`config.mk`:
```
export PLATFORM = sky130hd
export DESIGN_NAME = fire_sequencer
export DESIGN_NICKNAME = d
export VERILOG_FILES = /design/src/rtl/fire_sequencer.sv
export SDC_FILE = /design/constraint.sdc
export NUM_CORES = 1
export LEC_CHECK = 0
export ABC_AREA = 0
export BUFFER_PORTS_ARGS = -buffer_cell sky130_fd_sc_hd__clkbuf_2
export CAP_MARGIN = 20
export CORE_UTILIZATION = 59
export CTS_CLUSTER_DIAMETER = 60
export DETAILED_ROUTE_END_ITERATION = 8
export GPL_ROUTABILITY_DRIVEN = 0
export GPL_TIMING_DRIVEN = 0
export PLACE_DENSITY = 0.87
export SLEW_MARGIN = 20
export SYNTH_ARGS = -nofsm -noshare
export SYNTH_HDL_FRONTEND = slang
export SYNTH_SLANG_ARGS = --single-unit
export TNS_END_PERCENT = 1
```
`constraint.sdc`:
```
create_clock -name clk -period 10.3 [get_ports clk]
set_input_delay 0.515 -clock clk [delete_from_list [all_inputs] [get_ports clk]]
set_output_delay 0.515 -clock clk [all_outputs]
set_load 0.005 [all_outputs]
```
`src/rtl/fire_sequencer.sv`:
```
`default_nettype none
// ============================================================================
// Module   : fire_sequencer
// Brief    : Debounced fire/mode front end, shot strobe, shot budget and
//            game-end evaluation for the 4x4 battleship cell array.
// Revision : 1.0
// ============================================================================
module fire_sequencer #(
    parameter int DEBOUNCE_CYCLES = 1000000,
    parameter int MAX_SHOTS       = 10,
    parameter int SETTLE_CYCLES   = 2
) (
    input  logic        clk,
    input  logic        reset,
    input  logic        fire_btn_raw,
    input  logic        nrow_raw,
    input  logic [3:0]  sel_onehot,
    input  logic        sel_error,
    input  logic [31:0] grid_state,
    output logic [3:0]  row_en,
    output logic [3:0]  col_en,
    output logic        fire_pulse,
    output logic        reject,
    output logic [3:0]  shots_left,
    output logic        game_over,
    output logic        win,
    output logic        busy
);

    localparam int              c_DB_W        = $clog2(DEBOUNCE_CYCLES + 1);
    localparam logic [c_DB_W-1:0] c_DB_LAST   = c_DB_W'(DEBOUNCE_CYCLES - 1);
    localparam logic [3:0]      c_SETTLE_LAST = 4'(SETTLE_CYCLES - 1);
    localparam logic [3:0]      c_MAX_SHOTS   = 4'(MAX_SHOTS);

    typedef enum logic [2:0] {
        S_IDLE   = 3'd0,
        S_FIRE   = 3'd1,
        S_SETTLE = 3'd2,
        S_EVAL   = 3'd3,
        S_DONE   = 3'd4
    } state_t;

    // Bit 0 carries the fire button, bit 1 the row/column mode switch.
    logic [1:0] w_raw;
    logic [1:0] w_deb;
    assign w_raw = {nrow_raw, fire_btn_raw};

    genvar gi;
    generate
        for (gi = 0; gi < 2; gi++) begin : g_cond
            logic              r_s1;
            logic              r_s2;
            logic              r_deb;
            logic [c_DB_W-1:0] r_cnt;

            always_ff @(posedge clk) begin
                if (reset) begin
                    r_s1  <= 1'b0;
                    r_s2  <= 1'b0;
                    r_deb <= 1'b0;
                    r_cnt <= '0;
                end else begin
                    r_s1 <= w_raw[gi];
                    r_s2 <= r_s1;
                    if (r_s2 == r_deb) begin
                        r_cnt <= '0;
                    end else if (r_cnt == c_DB_LAST) begin
                        r_deb <= r_s2;
                        r_cnt <= '0;
                    end else begin
                        r_cnt <= r_cnt + 1'b1;
                    end
                end
            end

            assign w_deb[gi] = r_deb;
        end
    endgenerate

    logic r_fire_deb_d;
    logic w_fire_rise;

    always_ff @(posedge clk) begin
        if (reset) begin
            r_fire_deb_d <= 1'b0;
        end else begin
            r_fire_deb_d <= w_deb[0];
        end
    end

    assign w_fire_rise = w_deb[0] & ~r_fire_deb_d;

    logic [4:0] w_ships;
    logic [3:0] w_shots_dec;

    always_comb begin
        w_ships = '0;
        for (int k = 0; k < 16; k++) begin
            if (grid_state[2*k +: 2] == 2'b01) begin
                w_ships = w_ships + 5'd1;
            end
        end
    end

    state_t     r_state;
    logic [3:0] r_settle_cnt;
    logic [3:0] r_row_en;
    logic [3:0] r_col_en;
    logic       r_fire_pulse;
    logic       r_reject;
    logic [3:0] r_shots_left;
    logic       r_game_over;
    logic       r_win;
    logic       r_busy;

    // Saturating decrement keeps the budget from wrapping below zero.
    assign w_shots_dec = (r_shots_left == 4'd0) ? 4'd0 : r_shots_left - 4'd1;

    always_ff @(posedge clk) begin
        if (reset) begin
            r_state      <= S_IDLE;
            r_settle_cnt <= 4'd0;
            r_row_en     <= 4'd0;
            r_col_en     <= 4'd0;
            r_fire_pulse <= 1'b0;
            r_reject     <= 1'b0;
            r_shots_left <= c_MAX_SHOTS;
            r_game_over  <= 1'b0;
            r_win        <= 1'b0;
            r_busy       <= 1'b0;
        end else begin
            r_row_en     <= 4'd0;
            r_col_en     <= 4'd0;
            r_fire_pulse <= 1'b0;
            r_reject     <= 1'b0;
            case (r_state)
                S_IDLE: begin
                    if (w_fire_rise) begin
                        if (sel_error || (sel_onehot == 4'd0)) begin
                            r_reject <= 1'b1;
                        end else begin
                            r_state      <= S_FIRE;
                            r_busy       <= 1'b1;
                            r_fire_pulse <= 1'b1;
                            if (w_deb[1]) begin
                                r_col_en <= sel_onehot;
                            end else begin
                                r_row_en <= sel_onehot;
                            end
                        end
                    end
                end
                S_FIRE: begin
                    r_state      <= S_SETTLE;
                    r_settle_cnt <= 4'd0;
                end
                S_SETTLE: begin
                    if (r_settle_cnt == c_SETTLE_LAST) begin
                        r_state <= S_EVAL;
                    end else begin
                        r_settle_cnt <= r_settle_cnt + 4'd1;
                    end
                end
                S_EVAL: begin
                    // An empty board wins even if this was the last shot.
                    if (w_ships == 5'd0) begin
                        r_win       <= 1'b1;
                        r_game_over <= 1'b1;
                        r_state     <= S_DONE;
                    end else begin
                        r_shots_left <= w_shots_dec;
                        if (w_shots_dec == 4'd0) begin
                            r_game_over <= 1'b1;
                            r_win       <= 1'b0;
                            r_state     <= S_DONE;
                        end else begin
                            r_state <= S_IDLE;
                            r_busy  <= 1'b0;
                        end
                    end
                end
                S_DONE: begin
                    if (w_fire_rise) begin
                        r_reject <= 1'b1;
                    end
                end
                default: begin
                    r_state <= S_IDLE;
                    r_busy  <= 1'b0;
                end
            endcase
        end
    end

    assign row_en     = r_row_en;
    assign col_en     = r_col_en;
    assign fire_pulse = r_fire_pulse;
    assign reject     = r_reject;
    assign shots_left = r_shots_left;
    assign game_over  = r_game_over;
    assign win        = r_win;
    assign busy       = r_busy;

endmodule
`default_nettype wire

```
After elaboration in Yosys (flattened, before gate mapping):

Index checks and enable logic that the tools add are counted.

* register bits after elaboration: 71
* input port bits: 41
* output and inout bits: 17
* logic and storage cells: 139

* equal/unequal tests: 31
* add/sub/neg operators: 19
* bitwise gates (word level): 10
* reduce and logical (&&, ||, !) cells: 21
* muxes and demuxes: 39

Operators with widths (count)
* $add A5 B1 Y5 const B: 15
* $mux W5: 15
* $add A20 B1 Y20 const B: 2
* $eq A20 B20 Y1 const B: 2
* $eq A2 B1 Y1 const B: 16
* $mux W3: 5
* $pmux W3 S5: 1
* $mux W1: 13
* $logic_not A4 Y1: 3
* $ne A2 B2 Y1 const B: 6
* $reduce_or A3 Y1: 4
* $reduce_and A2 Y1: 5
* $reduce_or A5 Y1: 2
* $not A1 Y1: 9
* $mux W4: 2
* $pmux W4 S2: 1
* $eq A3 B2 Y1 const B: 2
* $logic_not A5 Y1: 1
* $reduce_and A5 Y1: 1
* $add A4 B1 Y4 const B: 1
* $eq A4 B1 Y1 const B: 1
* $reduce_and A4 Y1: 1
* $reduce_bool A2 Y1: 2
* $sub A4 B1 Y4 const B: 1
* other kinds (8): 9

Depth between registers and ports, before layout:

* depth after elaboration: 35
* depth in mapped cells: 47

Worst setup path after synthesis:

Ideal clock, no wire load.

* path kind: input -> register
* start: in grid_state[0]
* end: reg r_shots_left[0] (netlist: shots_left[0])
* required time: 10179 ps
* library setup time: 121 ps
* setup slack: 1337 ps
* cell stages on the path: 44
* arrival: 8841 ps
* cell sequence: nor2b_1 ha_1 xor2_1 ha_1 nand2_1 o21ai_0 ha_1 nand2_1 nand3_1 ha_1 mux2_2 ha_1 o21ai_0 nor2_1 ha_1 nand2_1 o31ai_1 ha_1 [... 8 more ...] nor2_1 nor2_1 ha_1 o21ai_0 nor2_1 ha_1 nand2_1 nand2_1 ha_1 mux2_2 ha_1 and2_0 xor2_1 o32ai_1 and2_2 mux2_4 a21oi_2 mux2_4

* word-level cells in the longest chain between the ends: 35

Ends and longest elaborated chain
* start, declared: RTL line 19 `input logic [31:0] grid_state,`
* $eq A2 B1 Y1 *: RTL line 99 `if (grid_state[2*k +: 2] == 2'b01) begin`
* $mux W1 *: RTL line 99
* $add A5 B1 Y5: RTL line 100 `w_ships = w_ships + 5'd1;`
* $mux W5 *: RTL line 99
* $add A5 B1 Y5: RTL line 100
* $mux W5 *: RTL line 99
* $add A5 B1 Y5: RTL line 100
* $mux W5 *: RTL line 99
* [... 19 more ...]
* $mux W5 *: RTL line 99
* $add A5 B1 Y5: RTL line 100
* $mux W5 *: RTL line 99
* $add A5 B1 Y5: RTL line 100
* $mux W5 *: RTL line 99
* $logic_not A5 Y1 *: RTL line 166 `if (w_ships == 5'd0) begin`
* $not A1 Y1 (no line) *
* $reduce_and A2 Y1 (no line) *
* end signal, assigned: RTL line 127 `r_shots_left <= c_MAX_SHOTS;`
* end signal, assigned: RTL line 171 `r_shots_left <= w_shots_dec;`
* end, declared: RTL line 111 `logic [3:0] r_shots_left;`

Mark *: on every way between the ends. The rest lies on a longest branch, timed or not.
A chain may end at the register's enable or synchronous reset.

Final worst setup path:

* start: in grid_state[3]
* end: reg r_shots_left[2] (netlist: shots_left[2])

* word-level cells in the longest chain between the ends: 33

Ends and longest elaborated chain (RTL line)
* $eq A2 B1 Y1 *: 99
* $mux W5 *: 99
* $add A5 B1 Y5: 100
* $mux W5 *: 99
* $add A5 B1 Y5: 100
* $mux W5 *: 99
* $add A5 B1 Y5: 100
* $mux W5 *: 99
* [... 17 more ...]
* $mux W5 *: 99
* $add A5 B1 Y5: 100
* $mux W5 *: 99
* $add A5 B1 Y5: 100
* $mux W5 *: 99
* $logic_not A5 Y1 *: 166
* $not A1 Y1 (no line) *
* $reduce_and A2 Y1 (no line) *

Marked as above.

==> parameters.txt <==
Parameter                              Value

Setup path
  Stage delay of the slowest cell on the critical path ... 0.38 ns
  Worst setup path startpoint ... grid_state[3]
  Type of the setup path with the least slack ... in -> reg
  Capturing element type of the critical path ... flip-flop
  Worst-path cell with the longest stage delay ... sky130_fd_sc_hd__ha_1
  Most repeated library cell on the critical path ... sky130_fd_sc_hd__ha_1
  Worst R2R End ... g_cond[0].r_cnt[15]
  Crit Path Max Fanout ... 6
  Reg2reg start ... g_cond[0].r_cnt[0]
  Worst reg-to-reg path cell count ... 7
  Destination of the critical timing path ... shots_left[2]
  CP required ... 10.59 ns
  Setup slack, reg-to-reg ... 7.77 ns
  Arrival time worst endpoint ... 9.74 ns
  Startpoint Class ... primary input

Cells and area
  FILL cells ... 598
  Area growth syn-to-layout ... 13.1%
  Total number of nets in the final design ... 720
  Count of inserted antenna diode cells ... 0
  Proportion of layout cells with a drive suffix above 1 ... 16.8%
  Fin util ... 70.2%

Clock tree
  Clock insertion delay at the later pin of the skew report ... 0.35 ns
  Total clock buffers created by CTS ... 9
  Number of clock sinks seen by CTS ... 71
  Depth of the CTS H-tree ... 3
  Clock tree from TritonCTS ... done
  CTS Root Buffer Type ... sky130_fd_sc_hd__clkbuf_8
  CTS Hold Buffers Added ... 0
  Maximum clock insertion buffer count ... 2
  Setup fix buffers added after clock tree synthesis ... 0
  Number of instances resized during post-cts repair ... 0
  Clock-pin slew on the worst setup and hold paths ... 0.08 ns

Floorplanning
  Std-Cell Rows ... 32
  DIE AREA ... 8670 µm²
  Die outline width ... 93.1 µm
  Starting utilization of the core area ... 62.1%
  Y dimension of the die ... 93.1 µm
  Core Box Area ... 7890 µm²
  Boundary Pins ... 58

Timing
  Timing-limited maximum frequency ... 106 MHz
  Worst slew margin ... 53.7%
  Endpoints failing hold ... 0
  Count of final max-slew check failures ... 0
  Final sum of negative setup slack ... 0 ns
  Shortest clock period the worst path allows after layout ... 9.45 ns
  Period utilization ... 91.8%
  # setup viols final ... 0
  Tightest Pin Transition ... 0.689 ns
  Final clock skew ... 0.0107 ns
  Setup repair after global routing missed its margin ... no

Yosys
  EDFF count, synth ... 0
  Synthesized net count ... 652
  Most frequently used flop master after synthesis ... sky130_fd_sc_hd__dfxtp_1
  Dominant cell type by area after synthesis ... sky130_fd_sc_hd__dfxtp_1
  Summed instance area of the synthesized netlist ... 4900 µm²
  Total of warnings raised by yosys ... 0
  Seq/Total Area, Yosys ... 29.0%
  Async set-or-reset flop fraction in the synthesized netlist ... 0%
  Cells after synthesis ... 592
  Count of distinct cell types in the synthesized netlist ... 77
  Synth top area share ... 29.0%
  Dominant cells by area after synthesis ... sky130_fd_sc_hd__dfxtp_1, sky130_fd_sc_hd__xnor2_1, sky130_fd_sc_hd__nor2_1
  Number of register bits inferred by synthesis ... 71
  Average cell area after synthesis ... 8.27 µm²

Global routing
  Pin count of the biggest net entering global routing ... 15
  GRT Residual Overflow ... 0
  First-pass GRT wire length ... 17000 µm
  Antenna violations before repair ... 0
  Vias in the first global route ... 4010
  Total routing resource utilization after global routing ... 24.1%

Routing
  Wire length per cell after detailed routing ... 13.2 µm
  Total number of vias ... 4341
  Number of detailed-route iterations in the first pass ... 4
  Aggregate routed wire length ... 10100 µm
  Post-route DRC violation count ... 0
  Initial detailed-routing violation count ... 147
  ANT nets after route ... 0
  Ratio of routed vias to standard cells ... 5.66

Status
  Result of the run ... completed

Power
  Maximum ir drop on the vdd rail ... 0.000116 V
  Power density cells ... 159 nW/µm²
  Leakage power ... 0.00210 µW

Placement
  # port buffers ... 57
  Post-DP HPWL ... 7670 µm

Hold path
  Class of the worst hold path ... in -> reg

Flow run
  Number of maximum-capacitance violations ... 0
## layout make-up
cell class | count | area [µm²] | share of cell area [%]
flip-flops and latches | 71 | 1420 | 25.7
well taps | 102 | 128 | 2.30
clock inverters | 7 | 104 | 1.88
inverters | 17 | 63.8 | 1.15
clock buffers | 9 | 124 | 2.24
plain buffers | 19 | 91.3 | 1.65
repair buffers | 57 | 285 | 5.15
multi-input cells | 485 | 3320 | 60.0
## worst min path at each step
| stage | startpoint | end | slack (ns) | cells after the start |
|---|---|---|---|---|
| detailed placement | g_cond[0].r_s1 | g_cond[0].r_s2 | 0.43 | 1 |
| global route | reset | r_fire_deb_d | 0.38 | 2 |
| global placement | g_cond[1].r_s1 | g_cond[1].r_s2 | 0.42 | 1 |
| floorplan | g_cond[0].r_s1 | g_cond[0].r_s2 | 0.41 | 1 |
| finish | nrow_raw | g_cond[1].r_s1 | 0.38 | 2 |
| CTS | reset | r_fire_deb_d | 0.37 | 2 |
## layout by cell type, fill, tap and decap left out, types with 3 or more instances in the layout
cell	n
sky130_fd_sc_hd__nor2b_1	21
sky130_fd_sc_hd__mux2_2	3
sky130_fd_sc_hd__clkbuf_8	9
sky130_fd_sc_hd__nor4_1	6
sky130_fd_sc_hd__nand3_1	33
sky130_fd_sc_hd__nor2_1	92
sky130_fd_sc_hd__a311oi_1	3
sky130_fd_sc_hd__and3_1	10
sky130_fd_sc_hd__clkbuf_2	57
sky130_fd_sc_hd__o32ai_1	3
sky130_fd_sc_hd__a31oi_1	4
sky130_fd_sc_hd__nand2_1	44
sky130_fd_sc_hd__xnor2_2	5
sky130_fd_sc_hd__dfxtp_1	71
sky130_fd_sc_hd__a41oi_1	3
sky130_fd_sc_hd__o21a_1	3
sky130_fd_sc_hd__o22ai_1	5
sky130_fd_sc_hd__clkbuf_1	12
sky130_fd_sc_hd__nand4_1	12
sky130_fd_sc_hd__o21ai_0	18
sky130_fd_sc_hd__ha_1	19
sky130_fd_sc_hd__xnor2_1	47
sky130_fd_sc_hd__buf_2	4
sky130_fd_sc_hd__nor3_1	11
sky130_fd_sc_hd__xor2_1	36
sky130_fd_sc_hd__and2_1	8
sky130_fd_sc_hd__a21oi_1	16
sky130_fd_sc_hd__nand2b_1	8
sky130_fd_sc_hd__nand3b_1	7
sky130_fd_sc_hd__or3_1	6
sky130_fd_sc_hd__mux2i_1	8
sky130_fd_sc_hd__inv_1	17
## cells by family after synthesis
| group | share of synthesized area, % |
|---|---|
| AO/OA/AOI/OAI | 11.5 |
| adder cells (fa/ha/maj) | 4.85 |
| multiplexers | 3.22 |
| buffers and inverters | 3.17 |
| XOR/XNOR | 19.4 |
| flip-flops | 29.0 |
| AND/OR/NAND/NOR | 28.8 |
## state kept, by name, indices dropped and copies added, names as in the netlist
signal	count
row_en	4
r_settle_cnt	4
reject	1
fire_pulse	1
shots_left	4
g_cond.r_deb	2
g_cond.r_s1	2
g_cond.r_cnt	40
busy	1
col_en	4
win	1
r_state	3
g_cond.r_s2	2
game_over	1
r_fire_deb_d	1
## per-layer routing
metal	vias up	part of all wire, %	track usage [%]
met5	-	0	0
met1	2003	44	27.6
met3	17	3.9	3.98
met4	0	2.1	10.8
li1	2198	-	-
met2	123	50	43.6
## report_power, final
group | total (µW) | switching (µW) | leakage [µW] | internal, µW
clock network | 252 | 112 | 0.000108 | 140
registers | 276 | 0.552 | 0.000573 | 275
logic | 354 | 203 | 0.00142 | 151
total | 881 | 316 | 0.00210 | 565
## Yosys cell counts, types with 3 or more instances
cell type / number
sky130_fd_sc_hd__a21oi_1: 16
sky130_fd_sc_hd__a311oi_1: 3
sky130_fd_sc_hd__a31oi_1: 4
sky130_fd_sc_hd__a41oi_1: 3
sky130_fd_sc_hd__and2_1: 8
sky130_fd_sc_hd__and3_1: 10
sky130_fd_sc_hd__buf_2: 4
sky130_fd_sc_hd__clkbuf_1: 12
sky130_fd_sc_hd__dfxtp_1: 71
sky130_fd_sc_hd__ha_1: 19
sky130_fd_sc_hd__inv_1: 17
sky130_fd_sc_hd__mux2_2: 3
sky130_fd_sc_hd__mux2i_1: 8
sky130_fd_sc_hd__nand2_1: 44
sky130_fd_sc_hd__nand2b_1: 8
sky130_fd_sc_hd__nand3_1: 33
sky130_fd_sc_hd__nand3b_1: 7
sky130_fd_sc_hd__nand4_1: 12
sky130_fd_sc_hd__nor2_1: 92
sky130_fd_sc_hd__nor2b_1: 21
sky130_fd_sc_hd__nor3_1: 11
sky130_fd_sc_hd__nor4_1: 6
sky130_fd_sc_hd__o21a_1: 3
sky130_fd_sc_hd__o21ai_0: 18
sky130_fd_sc_hd__o22ai_1: 5
sky130_fd_sc_hd__o32ai_1: 3
sky130_fd_sc_hd__or3_1: 6
sky130_fd_sc_hd__xnor2_1: 47
sky130_fd_sc_hd__xnor2_2: 5
sky130_fd_sc_hd__xor2_1: 36
## worst max-delay path: cells and delay by family
kind	cells	cell delay, ns
adder cells (fa/ha/maj)	14	4.11
XOR/XNOR	2	0.45
buffers and inverters	3	0.20
multiplexers	5	1.40
AND/OR/NAND/NOR	15	1.81
AO/OA/AOI/OAI	7	1.26
## metrics by stage
step	hold WS [ns]	instances	area [µm²]	worst slack [ns]	power, µW
floorplan	0.414	592	4900	1.34	569
global placement	0.422	751	5310	0.747	615
detailed placement	0.426	751	5310	0.558	632
CTS	0.369	767	5540	0.890	882
global route	0.385	767	5540	0.165	934
finish	0.375	767	5540	0.849	881
Power figures use the tool's default switching activity.
